**src/rtl/embcpu_pio_pkg.sv**
```systemverilog
// Shared constants for the embcpu PIO block: register word addresses and edge-type encoding.
package embcpu_pio_pkg;

    localparam logic [2:0] ADDR_DATA     = 3'd0;
    localparam logic [2:0] ADDR_DIR      = 3'd1;
    localparam logic [2:0] ADDR_IRQ_MASK = 3'd2;
    localparam logic [2:0] ADDR_EDGE_CAP = 3'd3;
    localparam logic [2:0] ADDR_SET      = 3'd4;
    localparam logic [2:0] ADDR_CLEAR    = 3'd5;
    localparam logic [2:0] ADDR_TOGGLE   = 3'd6;

    localparam int EDGE_RISE = 0;
    localparam int EDGE_FALL = 1;
    localparam int EDGE_ANY  = 2;

endpackage

```
**src/rtl/embcpu_pio_sync.sv**
```systemverilog
// Pin synchroniser with history flop and edge detector.
// History and edge detection exist only when EMBCPU_PIO_EXT_IRQ_EN is defined.
module embcpu_pio_sync
    import embcpu_pio_pkg::*;
#(
    parameter int WIDTH       = 8,
    parameter int SYNC_STAGES = 2,
    parameter int EDGE_TYPE   = EDGE_RISE
) (
    input  logic             clk,
    input  logic             reset_n,
    input  logic [WIDTH-1:0] in_port,
    output logic [WIDTH-1:0] sync_in,
    output logic [WIDTH-1:0] edge_pulse
);

    logic [WIDTH-1:0] r_sync [SYNC_STAGES];

    always_ff @(posedge clk or negedge reset_n) begin
        if (!reset_n) begin
            for (int i = 0; i < SYNC_STAGES; i++) r_sync[i] <= '0;
        end else begin
            r_sync[0] <= in_port;
            for (int i = 1; i < SYNC_STAGES; i++) r_sync[i] <= r_sync[i-1];
        end
    end

    assign sync_in = r_sync[SYNC_STAGES-1];

`ifdef EMBCPU_PIO_EXT_IRQ_EN
    // History follows sync_in for every bit, so a direction change never looks like an edge.
    logic [WIDTH-1:0] r_hist;

    always_ff @(posedge clk or negedge reset_n) begin
        if (!reset_n) r_hist <= '0;
        else          r_hist <= sync_in;
    end

    always_comb begin
        edge_pulse = sync_in & ~r_hist;
        if (EDGE_TYPE == EDGE_FALL)     edge_pulse = ~sync_in & r_hist;
        else if (EDGE_TYPE == EDGE_ANY) edge_pulse = sync_in ^ r_hist;
    end
`else
    assign edge_pulse = '0;
`endif

endmodule

```
**src/rtl/embcpu_pio_ext.sv**
```systemverilog
// Avalon-MM parallel I/O port with direction control and optional edge-capture interrupt.
// Define EMBCPU_PIO_EXT_IRQ_EN to build the irq mask, edge capture and irq logic.
module embcpu_pio_ext
    import embcpu_pio_pkg::*;
#(
    parameter int          WIDTH       = 8,
    parameter logic [31:0] RESET_VALUE = 32'h0000_0000,
    parameter logic [31:0] DIR_RESET   = 32'hFFFF_FFFF,
    parameter int          EDGE_TYPE   = EDGE_RISE,
    parameter int          SYNC_STAGES = 2
) (
    input  logic             clk,
    input  logic             reset_n,
    input  logic [2:0]       address,
    input  logic             chipselect,
    input  logic             write_n,
    input  logic [31:0]      writedata,
    output logic [31:0]      readdata,
    input  logic [WIDTH-1:0] in_port,
    output logic [WIDTH-1:0] out_port,
    output logic [WIDTH-1:0] oe_port,
    output logic             irq
);

    logic             w_wr;
    logic [WIDTH-1:0] w_wd;
    logic [WIDTH-1:0] w_sync_in;
    logic [WIDTH-1:0] w_edge;
    logic [WIDTH-1:0] w_rd;
    logic [WIDTH-1:0] r_out;
    logic [WIDTH-1:0] r_dir;

    assign w_wr = chipselect && !write_n;
    assign w_wd = writedata[WIDTH-1:0];

    embcpu_pio_sync #(
        .WIDTH       (WIDTH),
        .SYNC_STAGES (SYNC_STAGES),
        .EDGE_TYPE   (EDGE_TYPE)
    ) u_sync (
        .clk        (clk),
        .reset_n    (reset_n),
        .in_port    (in_port),
        .sync_in    (w_sync_in),
        .edge_pulse (w_edge)
    );

    always_ff @(posedge clk or negedge reset_n) begin
        if (!reset_n) begin
            r_out <= RESET_VALUE[WIDTH-1:0];
        end else if (w_wr) begin
            case (address)
                ADDR_DATA:   r_out <= w_wd;
                ADDR_SET:    r_out <= r_out | w_wd;
                ADDR_CLEAR:  r_out <= r_out & ~w_wd;
                ADDR_TOGGLE: r_out <= r_out ^ w_wd;
                default:     r_out <= r_out;
            endcase
        end
    end

    always_ff @(posedge clk or negedge reset_n) begin
        if (!reset_n)                         r_dir <= DIR_RESET[WIDTH-1:0];
        else if (w_wr && address == ADDR_DIR) r_dir <= w_wd;
    end

`ifdef EMBCPU_PIO_EXT_IRQ_EN
    logic [WIDTH-1:0] r_mask;
    logic [WIDTH-1:0] r_cap;
    logic [WIDTH-1:0] w_clr;

    assign w_clr = (w_wr && address == ADDR_EDGE_CAP) ? w_wd : '0;

    always_ff @(posedge clk or negedge reset_n) begin
        if (!reset_n)                              r_mask <= '0;
        else if (w_wr && address == ADDR_IRQ_MASK) r_mask <= w_wd;
    end

    // Setting wins over a simultaneous clear so a fresh edge is never lost.
    always_ff @(posedge clk or negedge reset_n) begin
        if (!reset_n) r_cap <= '0;
        else          r_cap <= (r_cap & ~w_clr) | (w_edge & ~r_dir);
    end

    assign irq = |(r_cap & r_mask);
`else
    assign irq = 1'b0;
`endif

    always_comb begin
        w_rd = '0;
        case (address)
            ADDR_DATA:     w_rd = (r_out & r_dir) | (w_sync_in & ~r_dir);
            ADDR_DIR:      w_rd = r_dir;
`ifdef EMBCPU_PIO_EXT_IRQ_EN
            ADDR_IRQ_MASK: w_rd = r_mask;
            ADDR_EDGE_CAP: w_rd = r_cap;
`endif
            default:       w_rd = '0;
        endcase
    end

    assign readdata = 32'(w_rd);
    assign out_port = r_out;
    assign oe_port  = r_dir;

    logic w_unused_ok;
    assign w_unused_ok = ^{writedata, w_edge};

endmodule

```
**config.mk**
```make
export PLATFORM = sky130hd
export DESIGN_NAME = embcpu_pio_ext
export DESIGN_NICKNAME = d
export VERILOG_FILES = /design/src/rtl/embcpu_pio_pkg.sv /design/src/rtl/embcpu_pio_sync.sv /design/src/rtl/embcpu_pio_ext.sv
export SDC_FILE = /design/constraint.sdc
export NUM_CORES = 1
export LEC_CHECK = 0
export ABC_CLOCK_PERIOD_IN_PS = 3670
export CELL_PAD_IN_SITES_DETAIL_PLACEMENT = 1
export CELL_PAD_IN_SITES_GLOBAL_PLACEMENT = 1
export CORE_AREA = 10 10 77 112
export CTS_BUF_LIST = sky130_fd_sc_hd__clkbuf_8 sky130_fd_sc_hd__clkbuf_16
export DETAILED_ROUTE_END_ITERATION = 10
export DIE_AREA = 0 0 87 122
export HOLD_SLACK_MARGIN = 0.15
export PLACE_DENSITY_LB_ADDON = 0.1
export SETUP_SLACK_MARGIN = 0.02
export SYNTH_ARGS = -nofsm -noshare
export SYNTH_HDL_FRONTEND = slang
export SYNTH_SLANG_ARGS = --single-unit
```
**constraint.sdc**
```tcl
create_clock -name clk -period 3.67 [get_ports clk]
set_input_delay 0.734 -clock clk [delete_from_list [all_inputs] [get_ports clk]]
set_output_delay 0.734 -clock clk [all_outputs]
set_load 0.05 [all_outputs]
```
# Word level (Yosys, flattened, before mapping)
# Cells that the tools add are included.
dict set report classes {
  add_sub_neg 0
  multipliers 0
  div_mod_pow 0
  n_lt_le_gt_ge 0
  eq_ne 4
  n_shift 0
  n_mux 2
  bitwise_logic 8
  n_reduce_logical 6
}
# operator count
set op_table {}
lappend op_table {{one-hot mux 8 bit (4 select lines)} 1}
lappend op_table {{bitwise AND 8 bit} 3}
lappend op_table {{NOT 8 bit} 2}
lappend op_table {{bitwise OR 8 bit} 2}
lappend op_table {{one-hot mux 8 bit (2 select lines)} 1}
lappend op_table {{== test 3 bit (second input constant)} 3}
lappend op_table {{XOR 8 bit} 1}
lappend op_table {{nonzero test 4 bit} 1}
lappend op_table {{== test 3 x 1 -> 1 bit (second input constant)} 1}
lappend op_table {{logical NOT 3 bit} 1}
lappend op_table {{logical AND 1 bit} 2}
lappend op_table {{AND reduction 2 bit} 1}
lappend op_table {{logical NOT 1 bit} 1}
dict set report word_totals {
  regBits 32
  latch_bits 0
  ramBits 0
  romBits 0
  input_bits 47
  output_inout_bits 49
  elab_cells 24
  n_memories 0
}

# Depth between registers and ports, before layout
dict set report logic_depth {
  ltp_word 4
  ltp_mapped 6
  mapped_depth_nobuf 6
}

# Hierarchy
# A second synthesis with hierarchy kept.
dict set report hier_totals {
  cells_unflattened 224
  hier_area_um2 2118.3
}
# module n_inst cells_each area_each_um2 seq_area_each_um2
set modules_own_cells {}
lappend modules_own_cells {embcpu_pio_ext 1 191 1594.0 410.4}
lappend modules_own_cells {embcpu_pio_sync 1 33 524.3 400.4}

# Worst setup path before layout
# Ideal clock, no wire load.
dict set report synth_timing {
  path_kind {input-to-output}
  startpoint {input address[1]}
  endpoint {output readdata[6]}
  arrival_ps 2553
  required_ps 2936
  path_slack_ps 383
  cell_stages 4
  n_path_buf 2
  path_cell_list {buf_4 -> or2_2 -> buf_2 -> a311oi_1}
}
dict set report synth_via {
  elab_chain_len 2
  word_cells_on_any_way 3
  classes_between {eq/ne: 1; mux: 1; reduce/logical: 1}
}
# item line
set synth_rtl {}
lappend synth_rtl {{start: declaration} embcpu_pio_ext.sv:14} ;# input logic [2:0] address,
lappend synth_rtl {{== test 3 x 1 -> 1 bit or logical NOT 3 bit (tied branches)} embcpu_pio_ext.sv:92} ;# case (address)
lappend synth_rtl {{one-hot mux 8 bit (2 select lines) *} embcpu_pio_ext.sv:92}
lappend synth_rtl {{end: declaration} embcpu_pio_ext.sv:18} ;# output logic [31:0] readdata,
# Mark *: on every way between the ends. The rest lies on a longest branch, timed or not.

# Worst setup path in the final report
dict set report layout_timing {
  startpoint {input address[0]}
  endpoint {output readdata[2]}
}
# Same word-level chain as after synthesis.

==> results.txt <==
hold_buf cts - 0
Core Region - 6710 um^2
simple-gate share of the synthesized area - 11.8%
WL/cell - 15.4 um
num rows - 37
gpl congestion - 0.728
Pre-antenna DRT Iters - 4
pin count of the biggest net entering global routing - 33
Critical Path Fanout Max - 28
IO Port Bufs - 46
crit share post-route - 81.0%
RSZ-0062 raised after global routing - false
top cell type by total area after synthesis - dfrtp_1
final non-filler cell area - 2550 um^2
max-slew violation count - 0
post-synthesis compound-gate area fraction - 16.4%
hold path depth - 0
grt met2 use - 17.0%
FF-to-FF End - out_port[1]
Power Density - 487 nW/um^2
Synth top area share - 30.7%
Worst Tran Pin Value - 619 ps
critical path class - in2out
sw frac - 39.7%
die area - 10600 um^2
met1 Resource Use GR - 11.3%
Post-Syn Area per Cell - 9.14 um^2
Peak Freq - 336 MHz
Most Crowded Layer GR - met2
largest family of logic cells by synthesized area - buffers and inverters
Max Cap Viol - 0
DR vias - 1497
final-layout fill cell count - 778
Worst Hold Class - reg2reg
Internal - 0.749 mW
initial drt markers - 44
Psw - 0.494 mW
Min-Delay Endpoint - u_sync.sync_in[3]
gr ovfl total - 0
reg2reg path depth - 6
Num Clock Sinks - 32
Reg2Reg Setup Slack - 2350 ps
ANT nets after route - 0
CTS clk-pin slew, worst paths - 60 ps
xor/xnor share of the synthesized area - 0%
H-tree levels - 2
Synth Instances - 214
post-synthesis mux area share - 2.05%
initial antenna violation count - 0
clk_lat worst skew - 280 ps
fin nets - 323
synthesized area - 1960 um^2
EDFF count, synth - 0
# setup viols final - 0
crit start category - input port
TritonCTS clock tree - done
final routed DRC violation total - 0
# IOs - 96
Worst Skew - 1.66 ps
Tmin final - 2970 ps
CP endpoint kind - output pin
largest cells by area after synthesis - dfrtp_1 31%, dfstp_2 11%, ha_1 10%, buf_4 10%, o21ai_0 5.9%
cts bufs inserted - 5
vias in the first global route - 1698
register area share after synthesis - 41.5%
register bit total from synthesis - 32
post_cts resized - 0
Final Power - 1.24 mW
most common flop cell mapped by yosys - dfrtp_1
Die X-Extent - 87 um
Slew headroom - 58.6%
gr usage total - 10.2%
status - complete, no violations
Area growth, synth to finish - 30.6%
asr flop ratio synth - 100%
setup_tns - 0 ps
post-CTS setup repair buffer count - 0
Placement Cell Area - 2460 um^2
Pleak - 1.17 nW
Flop pwr share - 37.0%
Max VDD drop - 172 uV
Initial Util - 29.1%
die height - 122 um
Worst Path Arrival - 2240 ps
clock network power share - 23.4%
Hold Startpoint - u_sync.r_sync[11]
most common cell in the netlist - nor2_1
GR Layer Usage met3 - 3.27%
Inserted Diodes - 0
CTS Buffer Depth - 2
Via density - 4.43
root buffer cell - clkbuf_8
Crit Reg-Reg Startpoint - out_port[1]
Total Routed Length - 5190 um
Comb power frac - 39.6%
hpwl dp - 3890 um
final hold violation count - 0
Post-synth top cells - 30 x nor2_1, 26 x buf_4, 24 x dfrtp_1, 23 x o21ai_0, 21 x inv_1
Yosys warnings - 0
share of post-route cells with drive strength above 1 - 11.5%
first-pass GRT wire length - 8520 um
post-synthesis adder-cell area fraction - 10.2%
Yosys cell types - 24
Critical Path RT - 2940 ps
==> worst max-delay path, cell delays in order <==
cell             delay, ps
clkdlybuf4s50_1        620
buf_12                 280
nor2_1                 110
nand2_1                 60
a21oi_1                260
buf_12                 180
==> logic make-up after synthesis <==
| family | Yosys count |
|---|---|
| buf+inv | 56 |
| simple gates | 55 |
| compound gates | 50 |
| flops | 32 |
| fa+ha+maj | 16 |
| mux | 4 |
| other cells | 1 |
==> registers in the layout (all words and copies together), names as in the netlist <==
name            cells
out_port            8
u_sync.r_sync       8
u_sync.sync_in      8
oe_port             8
==> routing by layer <==
metal,part of all wire (%),up-vias
met3,6.6,7
met4,2.1,0
met1,40,715
met2,51,46
met5,0,-
li1,-,729
==> through the flow <==
stage	setup WS, ps	hold slack (ps)	utilization, %	cells
3_3_place_gp	662	335	36.6	331
6_report	696	347	38.0	338
3_5_place_dp	669	336	36.6	331
2_1_floorplan	383	331	-	238
4_1_cts	664	351	38.0	338
5_1_grt	543	358	38.0	338
==> area by class of cell <==
type                    instances  area, um^2  share of cell area [%]
inverters                      21        78.8                    3.09
clock buffers                   7        96.3                    3.77
repair buffers                 50         583                    22.8
well taps                      78        97.6                    3.82
flip-flops and latches         32         811                    31.7
multi-input cells             150         887                    34.7
==> how the worst max path moves through the flow <==
| stage | endpoint | start | slack (ps) |
|---|---|---|---|
| after floorplan | readdata[6] | address[1] | 380 |
| after global placement | readdata[2] | address[0] | 660 |
| after detailed placement | readdata[1] | address[0] | 670 |
| after CTS | readdata[2] | address[0] | 660 |
| after global routing | readdata[2] | address[0] | 540 |
| final | readdata[2] | address[0] | 700 |
==> power groups by stage <==
stage	Combinational [mW]	Sequential (mW)	Clock, mW
3_3_place_gp	0.490	0.468	0
3_5_place_dp	0.498	0.469	0
6_report	0.492	0.460	0.290
4_1_cts	0.500	0.463	0.305
2_1_floorplan	0.222	0.589	0
5_1_grt	0.535	0.470	0.325
==> cells in the final DEF, fill, tap and decap left out, drive strengths merged <==
master         netlist  final
a21oi               11     11
dfrtp               24     24
nor2                30     30
a211oi               1      1
clkdlybuf4s50        0     38
o211ai               4      4
inv                 21     21
o21ai               24     24
mux2i                4      4
nand2               15     15
buf                 33     12
nand3                1      1
conb                 1     25
a22o                 8      8
ha                  16     16
dfstp                8      8
a21boi               1      1
and2b                1      1
or2                  1      1
clkbuf               2      7
a311oi               1      1
nand2b               7      7
No activity file was read; power rests on OpenSTA's default activity.
